`config.mk`:
```
export PLATFORM = sky130hd
export DESIGN_NAME = reduce_scheduler_flat
export DESIGN_NICKNAME = d
export VERILOG_FILES = /design/src/rtl/reduce_scheduler_if.sv /design/src/rtl/reduce_scheduler.sv /design/src/flat_wrapper.sv
export SDC_FILE = /design/constraint.sdc
export NUM_CORES = 1
export LEC_CHECK = 0
export ABC_AREA = 0
export BUFFER_PORTS_ARGS = -buffer_cell sky130_fd_sc_hd__buf_2
export CAP_MARGIN = 10
export CORE_ASPECT_RATIO = 1.75
export CORE_MARGIN = 10
export CORE_UTILIZATION = 44
export CTS_CLUSTER_DIAMETER = 30
export DETAILED_ROUTE_END_ITERATION = 16
export PLACE_DENSITY = 0.8
export SYNTH_ARGS = -nofsm -noshare
export SYNTH_HDL_FRONTEND = slang
export SYNTH_SLANG_ARGS = --single-unit
```
`constraint.sdc`:
```
create_clock -name clk -period 2.3 [get_ports clk]
set_clock_uncertainty 0.1 [all_clocks]
set_input_delay 0.115 -clock clk [delete_from_list [all_inputs] [get_ports clk]]
set_output_delay 0.115 -clock clk [all_outputs]
set_load 0.02 [all_outputs]
```
`src/rtl/reduce_scheduler_if.sv`:
```
// Requester, response and ALU-control bundle for reduce_scheduler.
// master = scheduler side, slave = requesters / ALU / register-file side.
interface reduce_scheduler_if #(
  parameter int unsigned BITS   = 8,
  parameter int unsigned N      = 64,
  parameter int unsigned R      = 4,
  parameter int unsigned ADDR_W = 4
);
  localparam int unsigned ID_W = $clog2(R);

  logic [R-1:0]              req;
  logic [R-1:0][1:0]         req_sel;
  logic [R-1:0][BITS-1:0]    req_len;
  logic [R-1:0][ADDR_W-1:0]  req_addr;
  logic [R-1:0]              gnt;

  logic                      resp_valid;
  logic                      resp_ready;
  logic [ID_W-1:0]           resp_id;
  logic [BITS-1:0]           resp_data;
  logic                      resp_err;

  logic [ADDR_W-1:0]         vrf_addr;
  logic                      alu_set;
  logic [1:0]                alu_sel;
  logic [BITS-1:0]           alu_len;
  logic                      alu_en;
  logic                      alu_done;
  logic [BITS-1:0]           alu_out;

  modport master (
    input  req, req_sel, req_len, req_addr, resp_ready, alu_done, alu_out,
    output gnt, resp_valid, resp_id, resp_data, resp_err,
           vrf_addr, alu_set, alu_sel, alu_len, alu_en
  );

  modport slave (
    output req, req_sel, req_len, req_addr, resp_ready, alu_done, alu_out,
    input  gnt, resp_valid, resp_id, resp_data, resp_err,
           vrf_addr, alu_set, alu_sel, alu_len, alu_en
  );
endinterface

```
`src/rtl/reduce_scheduler.sv`:
```
// Round-robin scheduler sharing one reduce_vector_alu among R requesters.
// Optional WAIT timeout abort is enabled by defining REDUCE_SCHED_TIMEOUT_EN.
module reduce_scheduler #(
  parameter int unsigned BITS   = 8,
  parameter int unsigned N      = 64,
  parameter int unsigned R      = 4,
  parameter int unsigned ADDR_W = 4
) (
  input  logic                  clk,
  input  logic                  rst,
  reduce_scheduler_if.master    bus
);
  localparam int unsigned ID_W = $clog2(R);
`ifdef REDUCE_SCHED_TIMEOUT_EN
  localparam int unsigned CNT_W = $clog2(N + 5);
`endif

  localparam logic [1:0] S_IDLE  = 2'd0;
  localparam logic [1:0] S_ISSUE = 2'd1;
  localparam logic [1:0] S_WAIT  = 2'd2;
  localparam logic [1:0] S_RESP  = 2'd3;

  logic [1:0]        state_q, state_d;
  logic [ID_W-1:0]   ptr_q, ptr_d;
  logic [ID_W-1:0]   cur_id_q, cur_id_d;
  logic [1:0]        sel_q, sel_d;
  logic [BITS-1:0]   len_q, len_d;
  logic [ADDR_W-1:0] addr_q, addr_d;
  logic [R-1:0]      gnt_q, gnt_d;
  logic              alu_set_q, alu_set_d;
  logic              resp_valid_q, resp_valid_d;
  logic [BITS-1:0]   resp_data_q, resp_data_d;
`ifdef REDUCE_SCHED_TIMEOUT_EN
  logic              resp_err_q, resp_err_d;
  logic [CNT_W-1:0]  cnt_q, cnt_d;
`endif

  logic              found_c;
  logic [ID_W-1:0]   win_c;
  logic [BITS-1:0]   win_len_c;
  int unsigned       idx;

  // Round-robin search starting at ptr, wrapping past R-1 to 0.
  always_comb begin
    found_c = 1'b0;
    win_c   = '0;
    idx     = 0;
    for (int unsigned i = 0; i < R; i++) begin
      idx = (32'(ptr_q) + i) % R;
      if (!found_c && bus.req[ID_W'(idx)]) begin
        found_c = 1'b1;
        win_c   = ID_W'(idx);
      end
    end
    win_len_c = (bus.req_len[win_c] > BITS'(N)) ? BITS'(N) : bus.req_len[win_c];
  end

  always_comb begin
    state_d      = state_q;
    ptr_d        = ptr_q;
    cur_id_d     = cur_id_q;
    sel_d        = sel_q;
    len_d        = len_q;
    addr_d       = addr_q;
    gnt_d        = '0;
    alu_set_d    = 1'b0;
    resp_valid_d = resp_valid_q;
    resp_data_d  = resp_data_q;
`ifdef REDUCE_SCHED_TIMEOUT_EN
    resp_err_d   = resp_err_q;
    cnt_d        = cnt_q;
`endif
    case (state_q)
      S_IDLE: begin
        if (found_c) begin
          cur_id_d     = win_c;
          sel_d        = bus.req_sel[win_c];
          len_d        = win_len_c;
          addr_d       = bus.req_addr[win_c];
          ptr_d        = (32'(win_c) == R - 1) ? '0 : win_c + ID_W'(1);
          gnt_d[win_c] = 1'b1;
          alu_set_d    = 1'b1;
`ifdef REDUCE_SCHED_TIMEOUT_EN
          resp_err_d   = 1'b0;
`endif
          state_d      = S_ISSUE;
        end
      end
      S_ISSUE: begin
`ifdef REDUCE_SCHED_TIMEOUT_EN
        cnt_d   = '0;
`endif
        state_d = S_WAIT;
      end
      // done is only trusted here: the ALU clears it on the set edge.
      S_WAIT: begin
`ifdef REDUCE_SCHED_TIMEOUT_EN
        cnt_d = cnt_q + CNT_W'(1);
`endif
        if (bus.alu_done) begin
          resp_data_d  = bus.alu_out;
          resp_valid_d = 1'b1;
          state_d      = S_RESP;
        end
`ifdef REDUCE_SCHED_TIMEOUT_EN
        else if (cnt_d == CNT_W'(N + 4)) begin
          resp_data_d  = '0;
          resp_err_d   = 1'b1;
          resp_valid_d = 1'b1;
          state_d      = S_RESP;
        end
`endif
      end
      S_RESP: begin
        if (bus.resp_ready) begin
          resp_valid_d = 1'b0;
          state_d      = S_IDLE;
        end
      end
      default: state_d = S_IDLE;
    endcase
  end

  always_ff @(posedge clk) begin
    if (rst) begin
      state_q      <= S_IDLE;
      ptr_q        <= '0;
      cur_id_q     <= '0;
      sel_q        <= '0;
      len_q        <= '0;
      addr_q       <= '0;
      gnt_q        <= '0;
      alu_set_q    <= 1'b0;
      resp_valid_q <= 1'b0;
      resp_data_q  <= '0;
`ifdef REDUCE_SCHED_TIMEOUT_EN
      resp_err_q   <= 1'b0;
      cnt_q        <= '0;
`endif
    end else begin
      state_q      <= state_d;
      ptr_q        <= ptr_d;
      cur_id_q     <= cur_id_d;
      sel_q        <= sel_d;
      len_q        <= len_d;
      addr_q       <= addr_d;
      gnt_q        <= gnt_d;
      alu_set_q    <= alu_set_d;
      resp_valid_q <= resp_valid_d;
      resp_data_q  <= resp_data_d;
`ifdef REDUCE_SCHED_TIMEOUT_EN
      resp_err_q   <= resp_err_d;
      cnt_q        <= cnt_d;
`endif
    end
  end

  assign bus.gnt        = gnt_q;
  assign bus.alu_set    = alu_set_q;
  assign bus.alu_sel    = sel_q;
  assign bus.alu_len    = len_q;
  assign bus.vrf_addr   = addr_q;
  assign bus.resp_valid = resp_valid_q;
  assign bus.resp_id    = cur_id_q;
  assign bus.resp_data  = resp_data_q;
  // Enable the ALU result onto the shared bus only in the capture cycle.
  assign bus.alu_en     = (state_q == S_WAIT) && bus.alu_done;
`ifdef REDUCE_SCHED_TIMEOUT_EN
  assign bus.resp_err   = resp_err_q;
`else
  assign bus.resp_err   = 1'b0;
`endif

endmodule

```
`src/flat_wrapper.sv`:
```
// flat-port wrapper written by rule: the top's interface ports become plain ports
module reduce_scheduler_flat 
#(
  parameter int unsigned BITS   = 8,
  parameter int unsigned N      = 64,
  parameter int unsigned R      = 4,
  parameter int unsigned ADDR_W = 4
)
  (clk, rst, bus_req, bus_req_sel, bus_req_len, bus_req_addr, bus_resp_ready, bus_alu_done, bus_alu_out, bus_gnt, bus_resp_valid, bus_resp_id, bus_resp_data, bus_resp_err, bus_vrf_addr, bus_alu_set, bus_alu_sel, bus_alu_len, bus_alu_en);
  reduce_scheduler_if #(.BITS(BITS), .N(N), .R(R), .ADDR_W(ADDR_W)) bus_i ();
  input  logic clk;
  input  logic rst;
  input wire logic [$bits(bus_i.req)-1:0] bus_req;
  input wire logic [$bits(bus_i.req_sel)-1:0] bus_req_sel;
  input wire logic [$bits(bus_i.req_len)-1:0] bus_req_len;
  input wire logic [$bits(bus_i.req_addr)-1:0] bus_req_addr;
  input wire logic [$bits(bus_i.resp_ready)-1:0] bus_resp_ready;
  input wire logic [$bits(bus_i.alu_done)-1:0] bus_alu_done;
  input wire logic [$bits(bus_i.alu_out)-1:0] bus_alu_out;
  output wire logic [$bits(bus_i.gnt)-1:0] bus_gnt;
  output wire logic [$bits(bus_i.resp_valid)-1:0] bus_resp_valid;
  output wire logic [$bits(bus_i.resp_id)-1:0] bus_resp_id;
  output wire logic [$bits(bus_i.resp_data)-1:0] bus_resp_data;
  output wire logic [$bits(bus_i.resp_err)-1:0] bus_resp_err;
  output wire logic [$bits(bus_i.vrf_addr)-1:0] bus_vrf_addr;
  output wire logic [$bits(bus_i.alu_set)-1:0] bus_alu_set;
  output wire logic [$bits(bus_i.alu_sel)-1:0] bus_alu_sel;
  output wire logic [$bits(bus_i.alu_len)-1:0] bus_alu_len;
  output wire logic [$bits(bus_i.alu_en)-1:0] bus_alu_en;
  assign bus_i.req = bus_req;
  assign bus_i.req_sel = bus_req_sel;
  assign bus_i.req_len = bus_req_len;
  assign bus_i.req_addr = bus_req_addr;
  assign bus_i.resp_ready = bus_resp_ready;
  assign bus_i.alu_done = bus_alu_done;
  assign bus_i.alu_out = bus_alu_out;
  assign bus_gnt = bus_i.gnt;
  assign bus_resp_valid = bus_i.resp_valid;
  assign bus_resp_id = bus_i.resp_id;
  assign bus_resp_data = bus_i.resp_data;
  assign bus_resp_err = bus_i.resp_err;
  assign bus_vrf_addr = bus_i.vrf_addr;
  assign bus_alu_set = bus_i.alu_set;
  assign bus_alu_sel = bus_i.alu_sel;
  assign bus_alu_len = bus_i.alu_len;
  assign bus_alu_en = bus_i.alu_en;
  reduce_scheduler #(.BITS(BITS), .N(N), .R(R), .ADDR_W(ADDR_W)) u_core (.clk(clk), .rst(rst), .bus(bus_i));
endmodule
```
After elaboration in Yosys (flattened, before gate mapping)
Index checks and enable logic that the tools add are counted.
{ "word_totals": {"regBits": 34, "in_bits": 72, "output_inout_bits": 32} }
{ "op_classes": {"add_sub_neg": 4, "n_lt_le_gt_ge": 7, "eq_ne": 7, "mux": 34, "bitwise": 2, "reduce_logical": 16} }
{ "ops": {"columns": ["cell", "count"], "rows": [
  ["2-bit two-way mux", 9],
  ["8-bit binary-select mux with 2-bit select", 1],
  ["8-bit two-way mux", 2],
  ["2-bit by 3-bit < comparator with 1-bit output, second input constant", 5],
  ["1-bit two-way mux", 12],
  ["1-bit binary-select mux with 2-bit select", 4],
  ["4-bit binary-select mux with 2-bit select", 1],
  ["8-bit by 7-bit greater-than comparator with 1-bit output, second input constant", 1],
  ["2-bit one-hot mux with 4 select lines", 1],
  ["2-bit == test, second input constant", 3],
  ["3-bit AND reduction", 2],
  ["1-bit logical AND", 5],
  ["2-bit by 1-bit adder with 2-bit output, second input constant", 2],
  ["2-bit adder, second input constant", 2],
  ["2-bit binary-select mux with 2-bit select", 1],
  ["4-bit two-way mux", 1],
  ["2-bit != test, second input constant", 2],
  ["2-bit AND reduction", 2],
  ["1-bit logical NOT", 3],
  ["3-bit OR reduction", 1],
  ["1-bit demux with 2-bit select", 1],
  ["2-bit by 1-bit == test with 1-bit output, second input constant", 1],
  ["2-bit by 1-bit >= comparator with 1-bit output, second input constant", 1],
  ["2-bit logical NOT", 1],
  ["5 further kinds", 6]
]} }

Longest topological paths before layout
Gate-level depths: netlist of run 1.
{ "logic_depth": {"ltp_word": 16, "depth_mapped": 9, "mapped_depth_nobuf": 8} }

Worst setup path after synthesis of run 1
OpenSTA, ideal clock, no wires.
{ "synth_timing": {"kind": "reg2reg", "from": "reg u_core.ptr_q[1]", "to": "reg u_core.len_q[0] (netlist: u_core.bus.alu_len[0])", "t_arrival_ns": 1.790, "required_ns": 2.129, "slack_ns": 0.340, "path_stages_with_launch": 7, "period_less_slack_ns": 1.960, "cell_sequence": "dfxtp_1 > and2_4 > o211a_4 > or4_4 > a211oi_4 > o221ai_1 > a21oi_1"} }
{ "synth_between": {"elab_chain_len": 16, "elab_cells_between_ends": 30, "classes_between": "add/sub (3); order compare (1); mux (19); reduce/logical (7)"} }
{ "synth_rtl": {"columns": ["element", "line_no", "source"], "rows": [
  ["from (decl)", "reduce_scheduler.sv:24", "logic [ID_W-1:0] ptr_q, ptr_d;"],
  ["from (signal assigned)", "reduce_scheduler.sv:142", "ptr_q <= ptr_d;"],
  ["parallel branches: the longest is 16 deep, another holds 2-bit by 1-bit adder with 2-bit output", null, null],
  ["to (signal assigned)", "reduce_scheduler.sv:145", "len_q <= len_d;"],
  ["to (decl)", "reduce_scheduler.sv:27", "logic [BITS-1:0] len_q, len_d;"]
]} }
Several ways; the timed one is not identified. The select of a mux whose other input is x is not followed.
A chain may end at the register's enable or synchronous reset.

Worst setup path after layout of run 1
{ "layout_timing": {"from": "reg u_core.ptr_q[1]", "to": "reg u_core.len_q[1] (netlist: u_core.bus.alu_len[1])"} }
Same word-level chain as after synthesis.

==> results of run 1 <==
==> layer usage <==
| metal | global-route usage [%] | vias up | routed length (um) |
|---|---|---|---|
| met2 | 30.2 | 71 | 3230 |
| met1 | 18.4 | 913 | 2270 |
| met5 | 0 | - | 0 |
| li1 | - | 1015 | - |
| met4 | 7.08 | 0 | 98 |
| met3 | 6.26 | 6 | 624 |
==> power groups by stage <==
| stage | Combinational, uW | Clock, uW | Sequential (uW) |
|---|---|---|---|
| after floorplan | 799 | 0 | 982 |
| after global placement | 1380 | 0 | 829 |
| after CTS | 1430 | 463 | 827 |
| after global routing | 1570 | 494 | 846 |
| after detailed placement | 1410 | 0 | 838 |
| final | 1410 | 451 | 827 |
==> sequential cells by signal (all words and copies together) (netlist names) <==
register	cells
u_core.bus.alu_sel	2
u_core.bus.resp_data	8
u_core.bus.resp_valid	1
u_core.bus.gnt	4
u_core.ptr_q	2
u_core.state_q	2
u_core.bus.alu_len	8
u_core.bus.vrf_addr	4
u_core.bus.resp_id	2
u_core.bus.alu_set	1
==> tightest hold or removal path, delay by kind of cell <==
kind,cells,cell delay (ns)
compound gates,1,0.13
mux,1,0.05
buf+inv,1,0.07
==> stage by stage <==
step | hold WS (ns) | setup WS [ns] | std cells
2_1_floorplan | 0.128 | 0.340 | 224
3_3_place_gp | 0.249 | 0.205 | 371
3_5_place_dp | 0.260 | 0.154 | 371
4_1_cts | 0.0259 | 0.145 | 388
5_1_grt | 0.0582 | 0.0451 | 388
6_report | 0.0357 | 0.148 | 388
==> final timing paths <==
path,endpoint,cells after the start,start,slack [ns]
worst min-delay path,u_core.bus.vrf_addr[1]$_SDFFE_PP0P_,3,bus_req_addr[9],0.04
worst min register to register,u_core.bus.resp_data[5]$_SDFFE_PP0P_,2,u_core.bus.resp_data[5]$_SDFFE_PP0P_,0.36
worst max-delay path,u_core.bus.alu_len[1]$_SDFFE_PP0P_,6,u_core.ptr_q[1]$_SDFFE_PP0P_,0.15
worst max register to register,u_core.bus.alu_len[1]$_SDFFE_PP0P_,6,u_core.ptr_q[1]$_SDFFE_PP0P_,0.15
==> area by class of cell <==
class                      count  share of cell area (%)
sequential                    34                    26.1
timing repair buffer         119                    25.8
multi-input combinational    170                    41.1
clock inverter                 1                   0.192
inverter                       8                    1.15
tap                           49                    2.35
clock buffer                   7                    3.31
==> cells in the final DEF (no fill, tap or decap), types with 6 or more instances in the layout <==
cell type	synthesis	layout
nand3_1	12	12
ha_1	8	8
o221ai_1	6	6
nand2_1	43	43
o21ai_0	7	7
dlygate4sd3_1	0	9
dfxtp_1	34	34
mux2_2	8	8
a211oi_1	6	6
buf_2	5	102
buf_4	2	7
nor2_1	13	13
a21oi_1	25	25
inv_1	6	6
clkbuf_8	0	6
==> cell families (layout without fill, tap and decap cells) <==
logic type	after synthesis	count (layout)
adders and majority gates	8	8
and+or+nand+nor	85	85
buffers and inverters	20	135
AOI/OAI and AO/OA	65	65
muxes	11	11
DFF	34	34
other	1	1
==> results.yml, run 1 <==
status:
  outcome: "finished, final reports clean"
synth:
  yosys.cell_types.count: 39
  synth-compound-area-share_pct: 24.9
  synth-simple-area-share_pct: 20.9
  yosys-top-cells-area: "dfxtp_1 (37%), nand2_1 (8.8%), a21oi_1 (6.8%)"
  synthFlopType: "dfxtp_1"
  ys_ff_latch: 34
  synth_area_leader_cell: "dfxtp_1"
  synth_common_cells: "nand2_1 (43), dfxtp_1 (34), a21oi_1 (25), nor2_1 (13), nand3_1 (12)"
  synth_enable_flop_cells: 0
  synth_top_area_share_pct: 37.1
  muxShareOfSynthArea_pct: 6.54
  synth_top_family_by_area: "compound AO/OA/AOI/OAI gates"
  synth_xor_area_share_pct: 0
  async_flop_share_pct: 0
  synth_area_um2: 1840
  synth.most_common_cell: "nand2_1"
  synth_warnings: 0
  syn_nets: 304
  avgSynthCellArea_um2: 8.19
  yosysSeqAreaShare_pct: 37.1
  syn_inst: 224
  synthAdderAreaFrac_pct: 5.45
drt:
  ant_nets: 0
  first_pass_iters: 4
  wire_per_inst_um: 16.0
  wl_um: 6220
  first_iter_violations: 104
  viasPerCell: 5.17
  drc_errors: 0
  num_vias: 2005
place:
  hpwl_um: 4810
  gp_congestion: 0.885
  place.port_buffers: 102
  dpl_cell_area_um2: 2430
layout:
  drive_gt1_share_pct: 39.2
  finalInstanceArea_um2: 2610
  area_growth_pct: 42.2
  multi_input_area_um2: 1070
  final_util_pct: 64.1
  seqCellArea_um2: 681
  nets: 418
  antennaDiodeCount: 0
  nFillCells: 387
cts:
  ctsHoldBuffers: 9
  cts_resized: 0
  cts_setup_buffers: 0
  cts.htree.levels: 2
  cts_root_buf: "clkbuf_8"
  cts.sinks: 34
  cts_tree: "done"
  clk_latency_ns: 0.28
  clk_path_buf_depth: 2
  cts.clk_slew.worst_paths_ns: 0.07
  cts_made_buffers: 5
min_path:
  min-delay-path-class: "in -> reg"
timing:
  max_slew_margin_pct: 63.5
  setup_violations: 0
  worst_slew_pin_slew_ns: 0.547
  fmax_ghz: 0.465
  setup_tns_ns: 0
  hold_viol: 0
  rsz0062_at_grt: "no"
  drv_slew: 0
  fin_crit_sh_pct: 93.6
  fin_crit_ns: 2.15
floorplanning:
  fp.coreArea_um2: 4070
  die_h_um: 105
  initial_core_util_pct: 45.1
  chipWidth_um: 68.8
  io_pins: 104
  rows: 31
  die_area_um2: 7260
global_route:
  grt_usage_pct: 17.6
  grt_pass1_wl_um: 10200
  antenna_found_initial: 0
  gr-total-overflow: 0
  first_global_vias: 2171
  grt_max_degree: 32
worst_setup_path:
  max_stage_delay_ns: 0.49
  cp_slowest_cell: "or4_4"
  critPathKind: "reg -> reg"
  cp-start-kind: "flip-flop"
  required_ns: 2.42
  cp.arrival_ns: 2.27
  worst-path-buf-inv: 0
  cp_top_family: "compound AO/OA/AOI/OAI gates"
  crit_chain: "and2_4 > o211a_4 > or4_4 > a211oi_4 > o221ai_1 > a21oi_1"
  cp-end-kind: "flip-flop"
  path_max_fanout: 9
run:
  drv_cap: 0
power:
  power.switching_uw: 1140
  p_sw_share_pct: 42.2
  comb_power_share_pct: 52.5
  p_clk_share_pct: 16.7
  p_per_area_nw_per_um2: 1030
  seq_power_share_pct: 30.7
  ir_worst_vdd_mv: 0.791
  cellLeakagePower_uw: 0.00122
  internal-power_uw: 1560
  p_total_uw: 2690
Note: power is estimated with default switching activity, not from simulation.
==> run 2: changes to the inputs <==
CELL_PAD_IN_SITES_DETAIL_PLACEMENT = 1   (was unset)
CELL_PAD_IN_SITES_GLOBAL_PLACEMENT = 1   (was unset)
CORE_UTILIZATION = 30   (was 44)
PLACE_DENSITY = 0.86   (was 0.8)
==> run 2 against run 1 <==
Combinational power is 6% higher. Critical path depth increased by 1. Global-route usage down 2.5 points. Via count increased by 5.4%. Clock-buffer cell count down 1. Setup slack got worse by 0.031 ns. Power grew 7.1%. Core utilization down 19 points. Sequential share of layout area down 0.84 points. Sequential power about the same. Hold slack improved by 0.010 ns. Sequential cell count stayed put. Critical path type unchanged. Largest power group unchanged.
==> results.yml, run 2 (same netlist as run 1, synthesis figures left out) <==
power:
  p_total_uw: 2880
  ir_worst_vdd_mv: 0.547
  p_per_area_nw_per_um2: 1070
  cellLeakagePower_uw: 0.00125
timing:
  hold_viol: 0
  max_slew_margin_pct: 58.9
  rsz0062_at_grt: "no"
  setup_tns_ns: 0
  fin_crit_sh_pct: 94.9
  setup_violations: 0
  fin_crit_ns: 2.18
  drv_slew: 0
  holdWs_ns: 0.0460
  worst_slew_pin_slew_ns: 0.617
  fmax_ghz: 0.458
place:
  place.port_buffers: 102
  hpwl_um: 5950
  gp_congestion: 0.786
drt:
  ant_nets: 0
  highest_layer: "met4"
  num_vias: 2113
  first_pass_iters: 4
  drc_errors: 0
  wl_met1_um: 2610
  viasPerCell: 5.03
  wl_met2_um: 4030
  wl_um: 7410
  first_iter_violations: 88
  wire_per_inst_um: 17.7
  wl_met3_um: 632
cts:
  cts.sinks: 34
  cts_root_buf: "clkbuf_8"
  cts.htree.levels: 2
  cts_tree: "done"
  clk_latency_ns: 0.28
  cts.clk_slew.worst_paths_ns: 0.07
  cts_made_buffers: 5
  clk_path_buf_depth: 2
layout:
  area_growth_pct: 46.9
  nets: 422
  antennaDiodeCount: 0
  final_cell_mix: "buf_2 (102), nand2_1 (43), dfxtp_1 (34)"
  drive_gt1_share_pct: 40.9
  final_common_cell: "buf_2"
min_path:
  min-delay-path-class: "in -> reg"
worst_setup_path:
  path_max_fanout: 9
  cp-start-kind: "flip-flop"
  critPathKind: "reg -> reg"
  cp.arrival_ns: 2.30
  cp-end-kind: "flip-flop"
  required_ns: 2.41
global_route:
  grt_usage_pct: 15.1
  first_global_vias: 2343
  grt_max_degree: 31
  antenna_found_initial: 0
  grt_pass1_wl_um: 11800
  gr-total-overflow: 0
floorplanning:
  io_pins: 104
  die_h_um: 123
  initial_core_util_pct: 31.0
  chipWidth_um: 79.1
  die_area_um2: 9770
  fp.coreArea_um2: 5930
  rows: 37
run:
  drv_cap: 0
status:
  outcome: "finished, final reports clean"
-- run 2: cell count changes in the layout (fill, tap and decap cells not counted) --
| cell | change |
|---|---|
| clkinv_2 | -1 |
| clkinv_1 | -1 |
| dlygate4sd3_1 | -1 |
| bufinv_16 | +1 |
| clkbuf_1 | -1 |
| o221ai_1 | -1 |
| o221ai_2 | +1 |
| buf_4 | +5 |
| clkinvlp_4 | +1 |
| buf_6 | +1 |
| buf_12 | -1 |
-- run 2: layout make-up --
class | instances | area [um2]
Sequential cell | 34 | 681
Timing Repair Buffer | 123 | 692
Clock buffer | 6 | 82.6
Fill cell | 769 | 3230
Inverter | 8 | 33.8
Clock inverter | 1 | 30.0
Tap cell | 78 | 97.6
Multi-Input combinational cell | 170 | 1080
-- run 2: layer usage --
metal / GRT usage, % / vias up
met1: 14.2 / 998
met3: 5.38 / 8
met5: 0 / -
met4: 5.86 / 0
li1: - / 1028
met2: 28.7 / 79
-- run 2: final timing paths --
kind                                      start                                   to  slack [ns]  cells past startpoint
min                             bus_req_addr[8]  u_core.bus.vrf_addr[0]$_SDFFE_PP0P_        0.05                      3
min reg2reg  u_core.bus.alu_len[1]$_SDFFE_PP0P_   u_core.bus.alu_len[1]$_SDFFE_PP0P_        0.35                      2
max                u_core.ptr_q[1]$_SDFFE_PP0P_   u_core.bus.alu_len[5]$_SDFFE_PP0P_        0.12                      7
max reg2reg        u_core.ptr_q[1]$_SDFFE_PP0P_   u_core.bus.alu_len[5]$_SDFFE_PP0P_        0.12                      7
-- run 2: per-stage QoR --
step,worst slack [ns],cells,instance area (um2),utilization (%)
2_1_floorplan,0.340,224,1840,-
5_1_grt,0.00102,420,2700,45.5
4_1_cts,0.0924,418,2670,45.0
3_5_place_dp,0.128,403,2470,41.8
6_report,0.117,420,2700,45.5
3_3_place_gp,0.200,403,2470,41.8
-- run 2: critical path, cell delays in order, from the launching register on --
cell	delay (ns)
dfxtp_1	0.36
and2_4	0.18
o211a_4	0.28
or4_4	0.50
a211oi_4	0.24
buf_4	0.19
o221ai_1	0.12
a21oi_1	0.15
-- run 2: what timing repair did --
| item | in CTS | in global routing |
|---|---|---|
| hold buffers | 8 | 0 |
| setup endpoints to repair | 0 | 2 |
| gates resized for setup | 0 | 3 |
| setup buffers | 0 | 2 |
| endpoints found under the hold margin | 8 | 0 |
-- run 2: where the power goes --
part	switching (uW)	total [uW]	internal, uW
Sequential	86.9	829	742
Clock	219	566	347
Combinational	892	1490	598
